## config.mk

```make
export PLATFORM = sky130hd
export DESIGN_NAME = cp0_reg_flat
export DESIGN_NICKNAME = d
export VERILOG_FILES = /design/src/rtl/cp0_reg_if.sv /design/src/rtl/cp0_reg.sv /design/src/flat_wrapper.sv
export SDC_FILE = /design/constraint.sdc
export NUM_CORES = 1
export LEC_CHECK = 0
export BUFFER_PORTS_ARGS = -buffer_cell sky130_fd_sc_hd__buf_2
export CAP_MARGIN = 20
export CORE_AREA = 2 2 155 157
export DETAILED_ROUTE_END_ITERATION = 6
export DIE_AREA = 0 0 157 159
export PLACE_DENSITY_LB_ADDON = 0.3
export SETUP_SLACK_MARGIN = 0.2
export SYNTH_ARGS = -nofsm -noshare
export SYNTH_HDL_FRONTEND = slang
export SYNTH_SLANG_ARGS = --single-unit
```

## constraint.sdc

```tcl
create_clock -name clk_i -period 4.3 [get_ports clk_i]
set_input_delay 0.215 -clock clk_i [delete_from_list [all_inputs] [get_ports clk_i]]
set_output_delay 0.215 -clock clk_i [all_outputs]
set_load 0.005 [all_outputs]
```

## src/rtl/cp0_reg_if.sv

```systemverilog
// MTC0/MFC0 access, exception-stage inputs and register-view outputs of the CP0 block.
// The master drives the request side and the slave (cp0_reg) drives the register views.
interface cp0_reg_if;
  logic        we_i;
  logic [4:0]  waddr_i;
  logic [31:0] wdata_i;
  logic [4:0]  raddr_i;
  logic [31:0] rdata_o;
  logic [5:0]  int_i;
  logic [31:0] exception_type_i;
  logic [31:0] current_pc_i;
  logic        is_in_delayslot_i;
  logic [31:0] bad_addr_i;
  logic [31:0] status_o;
  logic [31:0] cause_o;
  logic [31:0] epc_o;
  logic [31:0] count_o;
  logic [31:0] compare_o;
  logic [31:0] badvaddr_o;
  logic        timer_int_o;
  logic [31:0] exc_pc_o;

  modport master (
    output we_i, waddr_i, wdata_i, raddr_i, int_i, exception_type_i, current_pc_i,
           is_in_delayslot_i, bad_addr_i,
    input  rdata_o, status_o, cause_o, epc_o, count_o, compare_o, badvaddr_o, timer_int_o,
           exc_pc_o
  );

  modport slave (
    input  we_i, waddr_i, wdata_i, raddr_i, int_i, exception_type_i, current_pc_i,
           is_in_delayslot_i, bad_addr_i,
    output rdata_o, status_o, cause_o, epc_o, count_o, compare_o, badvaddr_o, timer_int_o,
           exc_pc_o
  );
endinterface

```

## src/rtl/cp0_reg.sv

```systemverilog
// MIPS-style coprocessor 0: Status/Cause/EPC/Count/Compare/BadVAddr, timer interrupt,
// exception entry/ERET bookkeeping and the pipeline redirect target.
module cp0_reg #(
  parameter logic [31:0] EXC_VECTOR = 32'hBFC0_0380
) (
  input logic       clk_i,
  input logic       rst_i,
  cp0_reg_if.slave  bus
);

  localparam logic [4:0] RegBadVAddr = 5'd8;
  localparam logic [4:0] RegCount    = 5'd9;
  localparam logic [4:0] RegCompare  = 5'd11;
  localparam logic [4:0] RegStatus   = 5'd12;
  localparam logic [4:0] RegCause    = 5'd13;
  localparam logic [4:0] RegEpc      = 5'd14;

  logic        tick_q, tick_d;
  logic [31:0] count_q, count_d;
  logic [31:0] compare_q, compare_d;
  logic        timer_q, timer_d;
  logic [7:0]  status_im_q, status_im_d;
  logic        status_exl_q, status_exl_d;
  logic        status_ie_q, status_ie_d;
  logic        cause_bd_q, cause_bd_d;
  logic [5:0]  cause_hw_q, cause_hw_d;
  logic [1:0]  cause_sw_q, cause_sw_d;
  logic [4:0]  cause_exc_q, cause_exc_d;
  logic [31:0] epc_q, epc_d;
  logic [31:0] badvaddr_q, badvaddr_d;

  logic        exc_valid;
  logic        exc_addr;
  logic        eret;
  logic [4:0]  exc_code;

  logic        wr_count, wr_compare, wr_status, wr_cause, wr_epc;
  logic [31:0] status_val, cause_val;

  // Decode the exception-stage code; anything unlisted is treated as no event.
  always_comb begin
    exc_valid = 1'b0;
    exc_addr  = 1'b0;
    eret      = 1'b0;
    exc_code  = 5'd0;
    case (bus.exception_type_i)
      32'h0000_0001: begin
        exc_valid = 1'b1;
        exc_code  = 5'd0;
      end
      32'h0000_0004, 32'h0000_0005: begin
        exc_valid = 1'b1;
        exc_addr  = 1'b1;
        exc_code  = bus.exception_type_i[4:0];
      end
      32'h0000_0008, 32'h0000_0009, 32'h0000_000A, 32'h0000_000C, 32'h0000_000D: begin
        exc_valid = 1'b1;
        exc_code  = bus.exception_type_i[4:0];
      end
      32'h0000_000E: eret = 1'b1;
      default: ;
    endcase
  end

  assign wr_count   = bus.we_i && (bus.waddr_i == RegCount);
  assign wr_compare = bus.we_i && (bus.waddr_i == RegCompare);
  assign wr_status  = bus.we_i && (bus.waddr_i == RegStatus);
  assign wr_cause   = bus.we_i && (bus.waddr_i == RegCause);
  assign wr_epc     = bus.we_i && (bus.waddr_i == RegEpc);

  always_comb begin
    tick_d       = ~tick_q;
    count_d      = tick_q ? (count_q + 32'd1) : count_q;
    compare_d    = compare_q;
    timer_d      = timer_q;
    status_im_d  = status_im_q;
    status_exl_d = status_exl_q;
    status_ie_d  = status_ie_q;
    cause_bd_d   = cause_bd_q;
    cause_hw_d   = {bus.int_i[5] | timer_q, bus.int_i[4:0]};
    cause_sw_d   = cause_sw_q;
    cause_exc_d  = cause_exc_q;
    epc_d        = epc_q;
    badvaddr_d   = badvaddr_q;

    // Count and Compare writes are never blocked by an exception or ERET.
    if (wr_count) begin
      count_d = bus.wdata_i;
      tick_d  = 1'b0;
    end
    if (wr_compare) begin
      compare_d = bus.wdata_i;
      timer_d   = 1'b0;
    end else if ((count_q == compare_q) && (compare_q != 32'd0)) begin
      timer_d = 1'b1;
    end

    if (exc_valid) begin
      // A nested exception keeps the original return address and BD flag.
      if (!status_exl_q) begin
        epc_d      = bus.is_in_delayslot_i ? (bus.current_pc_i - 32'd4) : bus.current_pc_i;
        cause_bd_d = bus.is_in_delayslot_i;
      end
      status_exl_d = 1'b1;
      cause_exc_d  = exc_code;
      if (exc_addr) begin
        badvaddr_d = bus.bad_addr_i;
      end
    end else if (eret) begin
      status_exl_d = 1'b0;
    end else begin
      if (wr_status) begin
        status_im_d  = bus.wdata_i[15:8];
        status_exl_d = bus.wdata_i[1];
        status_ie_d  = bus.wdata_i[0];
      end
      if (wr_cause) begin
        cause_sw_d = bus.wdata_i[9:8];
      end
      if (wr_epc) begin
        epc_d = bus.wdata_i;
      end
    end
  end

  always_ff @(posedge clk_i or posedge rst_i) begin
    if (rst_i) begin
      tick_q       <= 1'b0;
      count_q      <= 32'd0;
      compare_q    <= 32'd0;
      timer_q      <= 1'b0;
      status_im_q  <= 8'd0;
      status_exl_q <= 1'b0;
      status_ie_q  <= 1'b0;
      cause_bd_q   <= 1'b0;
      cause_hw_q   <= 6'd0;
      cause_sw_q   <= 2'd0;
      cause_exc_q  <= 5'd0;
      epc_q        <= 32'd0;
      badvaddr_q   <= 32'd0;
    end else begin
      tick_q       <= tick_d;
      count_q      <= count_d;
      compare_q    <= compare_d;
      timer_q      <= timer_d;
      status_im_q  <= status_im_d;
      status_exl_q <= status_exl_d;
      status_ie_q  <= status_ie_d;
      cause_bd_q   <= cause_bd_d;
      cause_hw_q   <= cause_hw_d;
      cause_sw_q   <= cause_sw_d;
      cause_exc_q  <= cause_exc_d;
      epc_q        <= epc_d;
      badvaddr_q   <= badvaddr_d;
    end
  end

  // BEV (bit 22) is hardwired to 1; all other unlisted bits read as 0.
  assign status_val = {9'd0, 1'b1, 6'd0, status_im_q, 6'd0, status_exl_q, status_ie_q};
  assign cause_val  = {cause_bd_q, 15'd0, cause_hw_q, cause_sw_q, 1'b0, cause_exc_q, 2'b00};

  always_comb begin
    bus.rdata_o = 32'd0;
    case (bus.raddr_i)
      RegBadVAddr: bus.rdata_o = badvaddr_q;
      RegCount:    bus.rdata_o = count_q;
      RegCompare:  bus.rdata_o = compare_q;
      RegStatus:   bus.rdata_o = status_val;
      RegCause:    bus.rdata_o = cause_val;
      RegEpc:      bus.rdata_o = epc_q;
      default:     bus.rdata_o = 32'd0;
    endcase
  end

  // ERET returns through an EPC value being written in the same cycle.
  always_comb begin
    bus.exc_pc_o = 32'd0;
    if (eret) begin
      bus.exc_pc_o = wr_epc ? bus.wdata_i : epc_q;
    end else if (exc_valid) begin
      bus.exc_pc_o = EXC_VECTOR;
    end
  end

  assign bus.status_o    = status_val;
  assign bus.cause_o     = cause_val;
  assign bus.epc_o       = epc_q;
  assign bus.count_o     = count_q;
  assign bus.compare_o   = compare_q;
  assign bus.badvaddr_o  = badvaddr_q;
  assign bus.timer_int_o = timer_q;

endmodule

```

## src/flat_wrapper.sv

```systemverilog
// flat-port wrapper written by rule: the top's interface ports become plain ports
module cp0_reg_flat 
#(
  parameter logic [31:0] EXC_VECTOR = 32'hBFC0_0380
)
  (clk_i, rst_i, bus_we_i, bus_waddr_i, bus_wdata_i, bus_raddr_i, bus_int_i, bus_exception_type_i, bus_current_pc_i, bus_is_in_delayslot_i, bus_bad_addr_i, bus_rdata_o, bus_status_o, bus_cause_o, bus_epc_o, bus_count_o, bus_compare_o, bus_badvaddr_o, bus_timer_int_o, bus_exc_pc_o);
  cp0_reg_if bus_i ();
  input logic clk_i;
  input logic rst_i;
  input wire logic [$bits(bus_i.we_i)-1:0] bus_we_i;
  input wire logic [$bits(bus_i.waddr_i)-1:0] bus_waddr_i;
  input wire logic [$bits(bus_i.wdata_i)-1:0] bus_wdata_i;
  input wire logic [$bits(bus_i.raddr_i)-1:0] bus_raddr_i;
  input wire logic [$bits(bus_i.int_i)-1:0] bus_int_i;
  input wire logic [$bits(bus_i.exception_type_i)-1:0] bus_exception_type_i;
  input wire logic [$bits(bus_i.current_pc_i)-1:0] bus_current_pc_i;
  input wire logic [$bits(bus_i.is_in_delayslot_i)-1:0] bus_is_in_delayslot_i;
  input wire logic [$bits(bus_i.bad_addr_i)-1:0] bus_bad_addr_i;
  output wire logic [$bits(bus_i.rdata_o)-1:0] bus_rdata_o;
  output wire logic [$bits(bus_i.status_o)-1:0] bus_status_o;
  output wire logic [$bits(bus_i.cause_o)-1:0] bus_cause_o;
  output wire logic [$bits(bus_i.epc_o)-1:0] bus_epc_o;
  output wire logic [$bits(bus_i.count_o)-1:0] bus_count_o;
  output wire logic [$bits(bus_i.compare_o)-1:0] bus_compare_o;
  output wire logic [$bits(bus_i.badvaddr_o)-1:0] bus_badvaddr_o;
  output wire logic [$bits(bus_i.timer_int_o)-1:0] bus_timer_int_o;
  output wire logic [$bits(bus_i.exc_pc_o)-1:0] bus_exc_pc_o;
  assign bus_i.we_i = bus_we_i;
  assign bus_i.waddr_i = bus_waddr_i;
  assign bus_i.wdata_i = bus_wdata_i;
  assign bus_i.raddr_i = bus_raddr_i;
  assign bus_i.int_i = bus_int_i;
  assign bus_i.exception_type_i = bus_exception_type_i;
  assign bus_i.current_pc_i = bus_current_pc_i;
  assign bus_i.is_in_delayslot_i = bus_is_in_delayslot_i;
  assign bus_i.bad_addr_i = bus_bad_addr_i;
  assign bus_rdata_o = bus_i.rdata_o;
  assign bus_status_o = bus_i.status_o;
  assign bus_cause_o = bus_i.cause_o;
  assign bus_epc_o = bus_i.epc_o;
  assign bus_count_o = bus_i.count_o;
  assign bus_compare_o = bus_i.compare_o;
  assign bus_badvaddr_o = bus_i.badvaddr_o;
  assign bus_timer_int_o = bus_i.timer_int_o;
  assign bus_exc_pc_o = bus_i.exc_pc_o;
  cp0_reg #(.EXC_VECTOR(EXC_VECTOR)) u_core (.clk_i(clk_i), .rst_i(rst_i), .bus(bus_i));
endmodule
```

==> qor.yml <==
logic_synthesis:
  synth_cells: 1027
  synth_most_common_cell: "dfrtp_1"
  avgSynthCellArea_um2: 9.31
  synth-adder-area-share_pct: 0.262
  synth.area.mux_share_pct: 10.1
  ys_seq_elements: 154
  async_flop_share_pct: 100
  netlist_area_um2: 9570
  synth_top_family_by_area: "simple AND/OR/NAND/NOR gates"
  synthDistinctLibCells: 70
  yosysTopAreaCell: "dfrtp_1"
  ys.flop_type: "dfrtp_1"
  yosysWarnings: 0
  synth_xor_area_share_pct: 7.60
  synth_compound_area_share_pct: 15.3
  synth_top_area_share_pct: 40.3
  synthSimpleGateAreaFrac_pct: 18.9
  synth_edf_count: 0
  synth_common_cells: "dfrtp_1, nand2_1, mux2_2"
  ys_seq_area_share_pct: 40.3
  yosys-top-cells-area: "dfrtp_1, mux2_2, nand2_1, a22oi_1, xor2_1"
cts:
  max-clock-path-buffers: 2
  cts_tree: "yes"
  cts_sinks: 154
  clkTransAtPathRegs_ns: 0.07
  clock_latency_ns: 0.43
  hold_buffers: 8
  cts_made_buffers: 17
  ctsResizeCount: 0
  cts-root-buf: "clkbuf_16"
  postCtsSetupBuffers: 0
  h-tree-depth: 4
finish:
  area.growth.synth_to_final_pct: 28.4
  fillers: 2189
  design_area_um2: 12300
  fin_util_pct: 52.9
  num_antenna_cells: 0
  drive_gt1_share_pct: 37.7
  nets: 1517
floorplanning:
  row_count: 56
  core-area_um2: 23200
  die_x_um: 157
  die_y_um: 159
  dieArea_um2: 25000
  start_util_pct: 41.2
  pin_count: 405
drt:
  drc: 14
  routed-via-count: 9845
  drt_wl_total_um: 39600
  avgRoutedWirePerCell_um: 23.3
  via_per_inst: 5.80
  drtAntennaViolNets: 0
  firstDrtPassIters: 7
  first_iter_violations: 1002
place:
  place_area_um2: 11500
  gp_congestion: 0.921
  portBuffers: 364
  place_ws_ns: 1.57
  dp_hpwl_um: 30300
run_status:
  status: "complete, but fails checks"
  failed_checks: "DRC"
run:
  cap_violations: 0
power:
  power_mw: 5.02
  p_leak_nw: 6.03
  p_per_area_nw_per_um2: 409
  ir_drop_v: 0.000292
sta:
  slew_violations: 0
  worstMarginPinSlew_ns: 1.07
  clock.fmax_mhz: 358
  setup_viol: 0
  final.setup.worst_slack_ns: 1.51
  clock_skew_ns: 0.00624
  grt_setup_unrepaired: "false"
  fin_setup_tns_ns: 0
  relSlewSlack_pct: 28.5
  finalCritPeriodShare_pct: 64.9
  finalCriticalPeriod_ns: 2.79
  hold_viol_final: 0
grt:
  grt_use_total_pct: 31.0
  grt_overflow: 0
  grt_pass1_wl_um: 58000
  antenna_found_initial: 0
  grt_pass1_vias: 9157
  grt_max_degree: 120
critical_path:
  path_max_fanout: 17
  crit_type: "flip-flop to output port"
  cp-start-kind: "flip-flop"
  cp.arrival_ns: 2.58
  cp-end-kind: "output port"
  crit_required_ns: 4.09
min_path:
  min_path_type: "input pin to flip-flop"
cells in the final DEF, fill, tap and decap left out, types with 3 or more instances in the layout:
cell	count
buf_2	364
dfrtp_1	154
nand2_1	133
mux2_2	77
a22oi_1	62
xor2_1	47
nor4_1	42
nor2_1	42
o21ai_0	41
conb_1	40
xnor2_1	36
nand3_1	30
a21oi_1	30
nor3_1	27
inv_1	26
nand4_1	21
buf_4	18
clkbuf_16	17
a222oi_1	12
a221oi_1	11
or3_1	10
a31oi_1	10
mux2i_1	9
dlygate4sd3_1	8
bufinv_16	6
and4_1	5
and3_1	5
o22a_1	5
o221a_2	5
or4_1	4
o21a_1	4
nand2b_1	4
a2bb2oi_1	4
nor3_2	3
and2_1	3
nor4b_2	3
state kept, by name, summed over array words and instances, names as in the netlist, 2 cells and up:
register               cells
u_core.bus.compare_o      32
u_core.bus.badvaddr_o     32
u_core.cause_exc_q         5
u_core.cause_hw_q          6
u_core.status_im_q         8
u_core.bus.count_o        32
u_core.cause_sw_q          2
u_core.bus.epc_o          32
worst paths after layout:
check                      slack, ns                  endpoint  cells after the start                   from
max in group asynchronous       2.64      u_core.bus.epc_o[18]                      4                  rst_i
max                             1.51          bus_exc_pc_o[24]                      5    u_core.status_exl_q
min reg2reg                     0.53     u_core.cause_exc_q[4]                      1  u_core.cause_exc_q[4]
min                             0.01  u_core.bus.badvaddr_o[8]                      2      bus_bad_addr_i[8]
max reg2reg                     1.62     u_core.status_im_q[5]                      5    u_core.status_exl_q
min in group asynchronous       0.53      u_core.cause_hw_q[5]                      3                  rst_i
where the power goes:
part / switching (mW) / internal, mW
logic: 0.537 / 0.536
clock network: 0.627 / 1.10
registers: 0.539 / 1.68
total: 1.70 / 3.32
critical path, stage by stage (launching register included):
cell      delay [ns]
dfrtp_1         0.51
a21o_1          0.23
a222oi_1        0.39
or3_1           0.72
a31oi_1         0.09
buf_2           0.19
final cells by class:
type	instances	area, µm²	share of cell area, %
Sequential cell	154	3850	31.4
Timing Repair Buffer	392	2070	16.8
Clock buffer	19	443	3.61
Inverter	27	105	0.856
Multi-Input combinational cell	775	5190	42.3
Clock inverter	11	219	1.78
Tap cell	319	399	3.25
routing by layer:
metal / vias up / wire length, µm / share of wire (%) / track usage, %
met4: 0 / 1150 / 2.9 / 10.1
met3: 78 / 3710 / 9.4 / 5.91
li1: 4367 / - / - / -
met5: - / 0 / 0 / 0
met1: 4790 / 16400 / 41 / 42.8
met2: 610 / 18400 / 46 / 49.0
cell families after synthesis:
logic type,Yosys count
xor gates and xnor gates,83
other,2
AOI/OAI and AO/OA,206
muxes,87
adders and majority gates,2
buffers and inverters,136
and+or+nand+nor,357
DFF,154
through the flow:
stage               std cells  hold WS (ns)
CTS                      1697       0.00608
global placement         1658         0.324
floorplan                1065         0.246
finish                   1697        0.0117
global route             1697       0.00602
detailed placement       1659         0.325
No activity file was read; power rests on OpenSTA's default activity.
